<file path="config.mk">
export PLATFORM = sky130hd
export DESIGN_NAME = bounce_scheduler_flat
export DESIGN_NICKNAME = d
export VERILOG_FILES = /design/src/rtl/bounce_pkg.sv /design/src/rtl/bounce_scheduler_if.sv /design/src/rtl/bounce_axis_step.sv /design/src/rtl/bounce_scheduler.sv /design/src/flat_wrapper.sv
export SDC_FILE = /design/constraint.sdc
export NUM_CORES = 1
export LEC_CHECK = 0
export ABC_AREA = 1
export BUFFER_PORTS_ARGS = -buffer_cell sky130_fd_sc_hd__buf_4
export CAP_MARGIN = 20
export CORE_MARGIN = 2
export CORE_UTILIZATION = 54
export DETAILED_ROUTE_END_ITERATION = 8
export PLACE_DENSITY = 0.79
export SYNTH_ARGS = -nofsm -noshare
export SYNTH_HDL_FRONTEND = slang
export SYNTH_SLANG_ARGS = --single-unit
</file>
<file path="constraint.sdc">
create_clock -name clk_pix -period 4 [get_ports clk_pix]
set_clock_uncertainty 0.2 [all_clocks]
set_input_delay 0.6 -clock clk_pix [delete_from_list [all_inputs] [get_ports clk_pix]]
set_output_delay 0.6 -clock clk_pix [all_outputs]
set_load 0.05 [all_outputs]
</file>
<file path="src/rtl/bounce_pkg.sv">
// bounce_pkg: shared state enum, object record and limits for the bounce scheduler
package bounce_pkg;
  localparam int MAX_OBJS = 8;
  localparam int COORD_W = 10;
  typedef enum logic [2:0] {IDLE, LOAD, STEP_X, STEP_Y, WRITE, COMMIT} state_t;
  typedef struct packed {
    logic [COORD_W-1:0] x;
    logic [COORD_W-1:0] y;
    logic [COORD_W-1:0] size;
    logic [COORD_W-1:0] speed;
    logic               dx;
    logic               dy;
  } obj_t;
endpackage

</file>
<file path="src/rtl/bounce_scheduler_if.sv">
// bounce_scheduler_if: object configuration write port with drop indication
interface bounce_scheduler_if #(parameter int CORDW = 10);
  logic             cfg_we;
  logic [2:0]       cfg_id;
  logic [CORDW-1:0] cfg_x;
  logic [CORDW-1:0] cfg_y;
  logic [CORDW-1:0] cfg_size;
  logic [CORDW-1:0] cfg_speed;
  logic             cfg_err;
  modport master (output cfg_we, cfg_id, cfg_x, cfg_y, cfg_size, cfg_speed, input cfg_err);
  modport slave (input cfg_we, cfg_id, cfg_x, cfg_y, cfg_size, cfg_speed, output cfg_err);
endinterface

</file>
<file path="src/rtl/bounce_axis_step.sv">
// bounce_axis_step: combinational single-axis bounce step, shared between x and y
module bounce_axis_step #(parameter int CORDW = 10) (
  input  logic [CORDW-1:0] pos,
  input  logic             dir,
  input  logic [CORDW-1:0] size,
  input  logic [CORDW-1:0] speed,
  input  logic [CORDW-1:0] res,
  output logic [CORDW-1:0] pos_n,
  output logic             dir_n
);
  logic signed [CORDW+1:0] lim;
  logic at_hi, at_lo;
  // lim < 0 means the object cannot fit; otherwise bounce off either edge
  always_comb begin
    lim = $signed({2'b0, res}) - $signed({2'b0, size}) - $signed({2'b0, speed});
    at_hi = $signed({2'b0, pos}) >= lim;
    at_lo = pos < speed;
    dir_n = lim[CORDW+1] ? 1'b0 : at_hi ? 1'b1 : at_lo ? 1'b0 : dir;
    pos_n = lim[CORDW+1] ? '0 : dir_n ? pos - speed : pos + speed;
  end
endmodule

</file>
<file path="src/rtl/bounce_scheduler.sv">
// bounce_scheduler: steps OBJS squares once per frame and commits them atomically; BOUNCE_PAUSE_EN adds a pause input
module bounce_scheduler
  import bounce_pkg::*;
#(
  parameter int OBJS  = 3,
  parameter int CORDW = COORD_W,
  parameter int H_RES = 640,
  parameter int V_RES = 480
) (
  input  logic                  clk_pix,
  input  logic                  rst_n,
  input  logic                  frame_start,
`ifdef BOUNCE_PAUSE_EN
  input  logic                  pause,
`endif
  bounce_scheduler_if.slave     cfg,
  output logic                  busy,
  output logic                  done,
  output logic                  overrun,
  output logic [OBJS*CORDW-1:0] obj_x,
  output logic [OBJS*CORDW-1:0] obj_y,
  output logic [OBJS*CORDW-1:0] obj_size
);
  localparam int IW = $clog2(MAX_OBJS);
  state_t state_q, state_d;
  logic [IW-1:0] idx_q, idx_d;
  obj_t cur_q, cur_d;
  obj_t wrk_q [OBJS];
  obj_t wrk_d [OBJS];
  logic [OBJS*CORDW-1:0] x_q, x_d, y_q, y_d, size_q, size_d, wx, wy, ws;
  logic done_q, done_d, err_q, err_d, ovr_q, ovr_d;
  logic start, cfg_ok, last, step_y, dir_n;
  logic [CORDW-1:0] pos_n;
`ifdef BOUNCE_PAUSE_EN
  assign start = frame_start & ~pause;
`else
  assign start = frame_start;
`endif
  assign cfg_ok = cfg.cfg_we && state_q == IDLE && {1'b0, cfg.cfg_id} < 4'(OBJS);
  assign last   = idx_q == IW'(OBJS - 1);
  assign step_y = state_q == STEP_Y;
  bounce_axis_step #(.CORDW(CORDW)) u_step (
    .pos   (step_y ? cur_q.y : cur_q.x),
    .dir   (step_y ? cur_q.dy : cur_q.dx),
    .size  (cur_q.size),
    .speed (cur_q.speed),
    .res   (step_y ? CORDW'(V_RES) : CORDW'(H_RES)),
    .pos_n (pos_n),
    .dir_n (dir_n)
  );
  // state register
  always_ff @(posedge clk_pix) begin
    if (!rst_n) state_q <= IDLE;
    else state_q <= state_d;
  end
  // next-state sequencing: four steps per object, then a single commit
  always_comb begin
    state_d = state_q;
    case (state_q)
      IDLE:    state_d = start ? LOAD : IDLE;
      LOAD:    state_d = STEP_X;
      STEP_X:  state_d = STEP_Y;
      STEP_Y:  state_d = WRITE;
      WRITE:   state_d = last ? COMMIT : LOAD;
      COMMIT:  state_d = IDLE;
      default: state_d = IDLE;
    endcase
  end
  // working-set datapath: load, step each axis, write back, accept config in IDLE
  always_comb begin
    idx_d = state_q == IDLE ? '0 : (state_q == WRITE && !last) ? idx_q + IW'(1) : idx_q;
    cur_d = cur_q;
    wrk_d = wrk_q;
    if (state_q == LOAD) cur_d = wrk_q[idx_q];
    if (state_q == STEP_X) {cur_d.x, cur_d.dx} = {pos_n, dir_n};
    if (step_y) {cur_d.y, cur_d.dy} = {pos_n, dir_n};
    if (state_q == WRITE) wrk_d[idx_q] = cur_q;
    if (cfg_ok) wrk_d[cfg.cfg_id] = '{x: cfg.cfg_x, y: cfg.cfg_y, size: cfg.cfg_size, speed: cfg.cfg_speed, dx: 1'b0, dy: 1'b0};
  end
  // display set only changes on the commit edge
  always_comb begin
    wx = '0;
    wy = '0;
    ws = '0;
    for (int i = 0; i < OBJS; i++) begin
      wx[i*CORDW +: CORDW] = wrk_q[i].x;
      wy[i*CORDW +: CORDW] = wrk_q[i].y;
      ws[i*CORDW +: CORDW] = wrk_q[i].size;
    end
    x_d    = state_q == COMMIT ? wx : x_q;
    y_d    = state_q == COMMIT ? wy : y_q;
    size_d = state_q == COMMIT ? ws : size_q;
    done_d = state_q == COMMIT;
    err_d  = cfg.cfg_we & ~cfg_ok;
    ovr_d  = ovr_q | (frame_start & (state_q != IDLE));
  end
  // datapath and status registers
  always_ff @(posedge clk_pix) begin
    if (!rst_n) begin
      idx_q  <= '0;
      cur_q  <= '0;
      wrk_q  <= '{default: '0};
      x_q    <= '0;
      y_q    <= '0;
      size_q <= '0;
      done_q <= 1'b0;
      err_q  <= 1'b0;
      ovr_q  <= 1'b0;
    end else begin
      idx_q  <= idx_d;
      cur_q  <= cur_d;
      wrk_q  <= wrk_d;
      x_q    <= x_d;
      y_q    <= y_d;
      size_q <= size_d;
      done_q <= done_d;
      err_q  <= err_d;
      ovr_q  <= ovr_d;
    end
  end
  // outputs
  always_comb begin
    busy        = state_q != IDLE;
    done        = done_q;
    overrun     = ovr_q;
    cfg.cfg_err = err_q;
    obj_x       = x_q;
    obj_y       = y_q;
    obj_size    = size_q;
  end
endmodule

</file>
<file path="src/flat_wrapper.sv">
// flat-port wrapper written by rule: the top's interface ports become plain ports
module bounce_scheduler_flat import bounce_pkg::*;
#(
  parameter int OBJS  = 3,
  parameter int CORDW = COORD_W,
  parameter int H_RES = 640,
  parameter int V_RES = 480
)
  (clk_pix, rst_n, frame_start, busy, done, overrun, obj_x, obj_y, obj_size, cfg_cfg_we, cfg_cfg_id, cfg_cfg_x, cfg_cfg_y, cfg_cfg_size, cfg_cfg_speed, cfg_cfg_err);
  bounce_scheduler_if #(.CORDW(CORDW)) cfg_i ();
  input  logic clk_pix;
  input  logic rst_n;
  input  logic frame_start;
  output logic busy;
  output logic done;
  output logic overrun;
  output logic [OBJS*CORDW-1:0] obj_x;
  output logic [OBJS*CORDW-1:0] obj_y;
  output logic [OBJS*CORDW-1:0] obj_size;
  input wire logic [$bits(cfg_i.cfg_we)-1:0] cfg_cfg_we;
  input wire logic [$bits(cfg_i.cfg_id)-1:0] cfg_cfg_id;
  input wire logic [$bits(cfg_i.cfg_x)-1:0] cfg_cfg_x;
  input wire logic [$bits(cfg_i.cfg_y)-1:0] cfg_cfg_y;
  input wire logic [$bits(cfg_i.cfg_size)-1:0] cfg_cfg_size;
  input wire logic [$bits(cfg_i.cfg_speed)-1:0] cfg_cfg_speed;
  output wire logic [$bits(cfg_i.cfg_err)-1:0] cfg_cfg_err;
  assign cfg_i.cfg_we = cfg_cfg_we;
  assign cfg_i.cfg_id = cfg_cfg_id;
  assign cfg_i.cfg_x = cfg_cfg_x;
  assign cfg_i.cfg_y = cfg_cfg_y;
  assign cfg_i.cfg_size = cfg_cfg_size;
  assign cfg_i.cfg_speed = cfg_cfg_speed;
  assign cfg_cfg_err = cfg_i.cfg_err;
  bounce_scheduler #(.OBJS(OBJS), .CORDW(CORDW), .H_RES(H_RES), .V_RES(V_RES)) u_core (.clk_pix(clk_pix), .rst_n(rst_n), .frame_start(frame_start), .cfg(cfg_i), .busy(busy), .done(done), .overrun(overrun), .obj_x(obj_x), .obj_y(obj_y), .obj_size(obj_size));
endmodule
</file>
==> metrics <==
status=finished clean; Mapped Cells=1,866; CTS sink cnt=267; combinational share of power=0.243; commonest non-fill, non-tap cell in the layout=nor2_1; Root Driver=clkbuf_16; Setup Viol. Count Final=0; Die Span X=162 um; sequential area share after synthesis=0.396; # hold bufs at CTS=0; min cycle time layout=3.97 ns; GRT overflow=0; share of cells above drive strength 1=0.162; Die H=162 um; Cell Count Post-Placement=2,232; max-slew violations=0; DR WL/cell=18.4 um; largest net degree at the start of global routing=94; Max Cap Viol=0; P&R area growth vs syn=18.8%; CTS tree=built; Sequential Power Share=0.383; Skew-Pair Late Insertion Delay=0.58 ns; clk buf depth=3; via count=13,700; clock group share of total power=0.374; Psw=2.35 mW; Worst-Margin Slew=0.921 ns; Hold Crit Class=primary input to flip-flop; Int Power=4.95 mW; first-pass GRT wire length=65,800 um; Synth Warn #=0; gr usage total=0.308; register area=5350 um2; Iteration-0 DRC Markers=1,616; First-pass DRT Iterations=6; type of origin of the critical path=flip-flop; Detail Placement HPWL=27,900 um; count of final hold-check violations=0; Crit path required time=4.31 ns; Pwr Density=456 nW/um2; unrepaired setup endpoints after global routing=true; vias in the first global route=12,400; final net count=2,054; Seq cells post-synth=267; total CTS buffers=28; CORE AREA=24,400 um2; PortBufs=140; DRC viols=0; P_leak=6.92 nW; GP Congestion=0.954; # IOs=141; Routed Antenna Nets=0; most frequent cells in the layout=nor2_1 (404), a21oi_1 (285), dfxtp_1 (266); Core Rows=57; Netlist cell types=48; worst vdd ir=0.353 mV; antenna cells=0; Power Total=7.30 mW; crit end category=flip-flop; Avg Cell Area, Syn=7.23 um2; slew margin rel.=0.383; Fmax achieved=252 MHz; Die ar.=26,300 um2; Crit Path Class=flip-flop to flip-flop; Fill cells=2,116; area of the multi-input gates=7240 um2; Initial Utilization=0.553; non-filler instance count after layout=2,300; H-tree levels=1; Period Utilization, post-route=0.992; initial antenna violation count=0; drt via density=5.95; CP Data Arrival Time=4.27 ns; post-synth net total=1,965; Reg clk slew, reported paths=0.07 ns; DRT Wirelength=42,400 um; crit-path max FO=7; Switching Fraction=0.322; synthesized area=13,500 um2
## kinds of logic (layout without fill, tap and decap cells)
group	count (synthesis)	in the layout	share of synthesized area
XOR/XNOR	30	30	0.0195
buffers and inverters	264	372	0.0800
flip-flops	267	267	0.396
adder cells (fa/ha/maj)	52	52	0.0499
multiplexers	6	6	0.00445
AND/OR/NAND/NOR	613	615	0.191
AO/OA/AOI/OAI	634	634	0.259
## Yosys cell counts, drive strengths merged
cell type	instances	share of area
a21boi	1	0.00056
o31ai	2	0.0011
a21oi	292	0.11
inv	133	0.037
a211oi	63	0.035
a221oi	21	0.014
buf	39	0.017
ha	49	0.045
clkbuf	90	0.025
o211ai	3	0.0031
a21o	1	0.00056
nand3	30	0.014
nor4	1	0.00046
dfxtp	267	0.40
fa	3	0.0045
nand2	125	0.037
o21bai	7	0.0039
xnor2	4	0.0026
a31oi	5	0.0023
or2	1	0.00046
o21a	2	0.0011
nand3b	2	0.0011
xor2	26	0.017
mux2i	6	0.0045
nor2	413	0.12
nand4	24	0.012
o21ai	237	0.089
nor3	17	0.0085
clkinv	2	0.00056
## timing repair
| item | 4_1_cts | 5_1_grt |
|---|---|---|
| gates cloned | 0 | 3 |
| gates resized for setup | 10 | 33 |
| pin swaps | 7 | 43 |
| setup buffers | 7 | 6 |
| setup endpoints to repair | 18 | 20 |
## layer usage
layer / global-route usage / routed length, um / part of all wire / vias up
met3: 0.0401 / 3690 / 0.087 / 118
met1: 0.405 / 17200 / 0.41 / 6368
met5: 0 / 0 / 0 / -
met4: 0.110 / 1630 / 0.039 / 0
met2: 0.523 / 19800 / 0.47 / 706
li1: - / - / - / 6484
## path summary, 6_finish.rpt
kind,start,endpoint,slack (ns),cells after the start
setup / recovery,u_core.state_q[0],u_core.cur_q[38],0.03,27
hold / removal,cfg_cfg_size[2],u_core.wrk_q[14],0.09,3
setup reg to reg,u_core.state_q[0],u_core.cur_q[38],0.03,27
hold reg to reg,u_core.cur_q[32],u_core.cur_q[32],0.29,2
## worst max-delay path: stages (launching register included)
cell and delay (ns):
dfxtp_2 0.36, inv_2 0.05, nor2_2 0.10, inv_2 0.06, nor2_4 0.15, ha_4 0.23
inv_2 0.06, nor2_4 0.05, a21oi_2 0.12, xnor2_1 0.15, ha_1 0.31, nand2_2 0.10
o21ai_1 0.07, nor2_1 0.08, o21ai_1 0.09, xor2_1 0.17, ha_1 0.34, a21oi_2 0.16
o21a_1 0.15, nand2_1 0.08, nand2_1 0.07, nand2_1 0.06, nand2_2 0.12, nand2_8 0.11
buf_4 0.17, nand3_2 0.07, nand4_1 0.10, a21oi_1 0.16
## layout make-up
type                       count  area share
tap                          324      0.0253
sequential                   267       0.334
multi-input combinational   1337       0.452
timing repair buffer         186      0.0960
inverter                     135      0.0318
clock inverter                13      0.0109
clock buffer                  38      0.0498
## registers in the layout (all words and copies together), names as in the netlist
name,count
u_core.state_q,3
u_core.done,1
u_core.cur_q,42
u_core.obj_x,30
u_core.cfg.cfg_err,1
u_core.obj_size,30
u_core.overrun,1
u_core.idx_q,3
u_core.wrk_q,126
u_core.obj_y,30
## power groups by stage
stage          Combinational [mW]  Sequential [mW]  Clock (mW)
2_1_floorplan                1.14             2.86           0
3_3_place_gp                 1.48             2.85           0
3_5_place_dp                 1.51             2.85           0
4_1_cts                      1.57             2.80        2.75
5_1_grt                      1.94             2.80        2.87
6_report                     1.78             2.80        2.73
## metrics by stage
stage | setup TNS, ns | worst slack [ns] | hold slack, ns | util | instance area (um2)
5_1_grt | -3.64 | -0.236 | 0.0925 | 0.657 | 16000
3_3_place_gp | 0 | 0.0662 | 0.251 | 0.604 | 14700
2_1_floorplan | 0 | 0.0277 | 0.244 | - | 13500
3_5_place_dp | -0.893 | -0.0929 | 0.284 | 0.604 | 14700
6_report | 0 | 0.0337 | 0.0892 | 0.657 | 16000
4_1_cts | 0 | 0.0000910 | 0.0822 | 0.648 | 15800
Power figures use the tool's default switching activity.
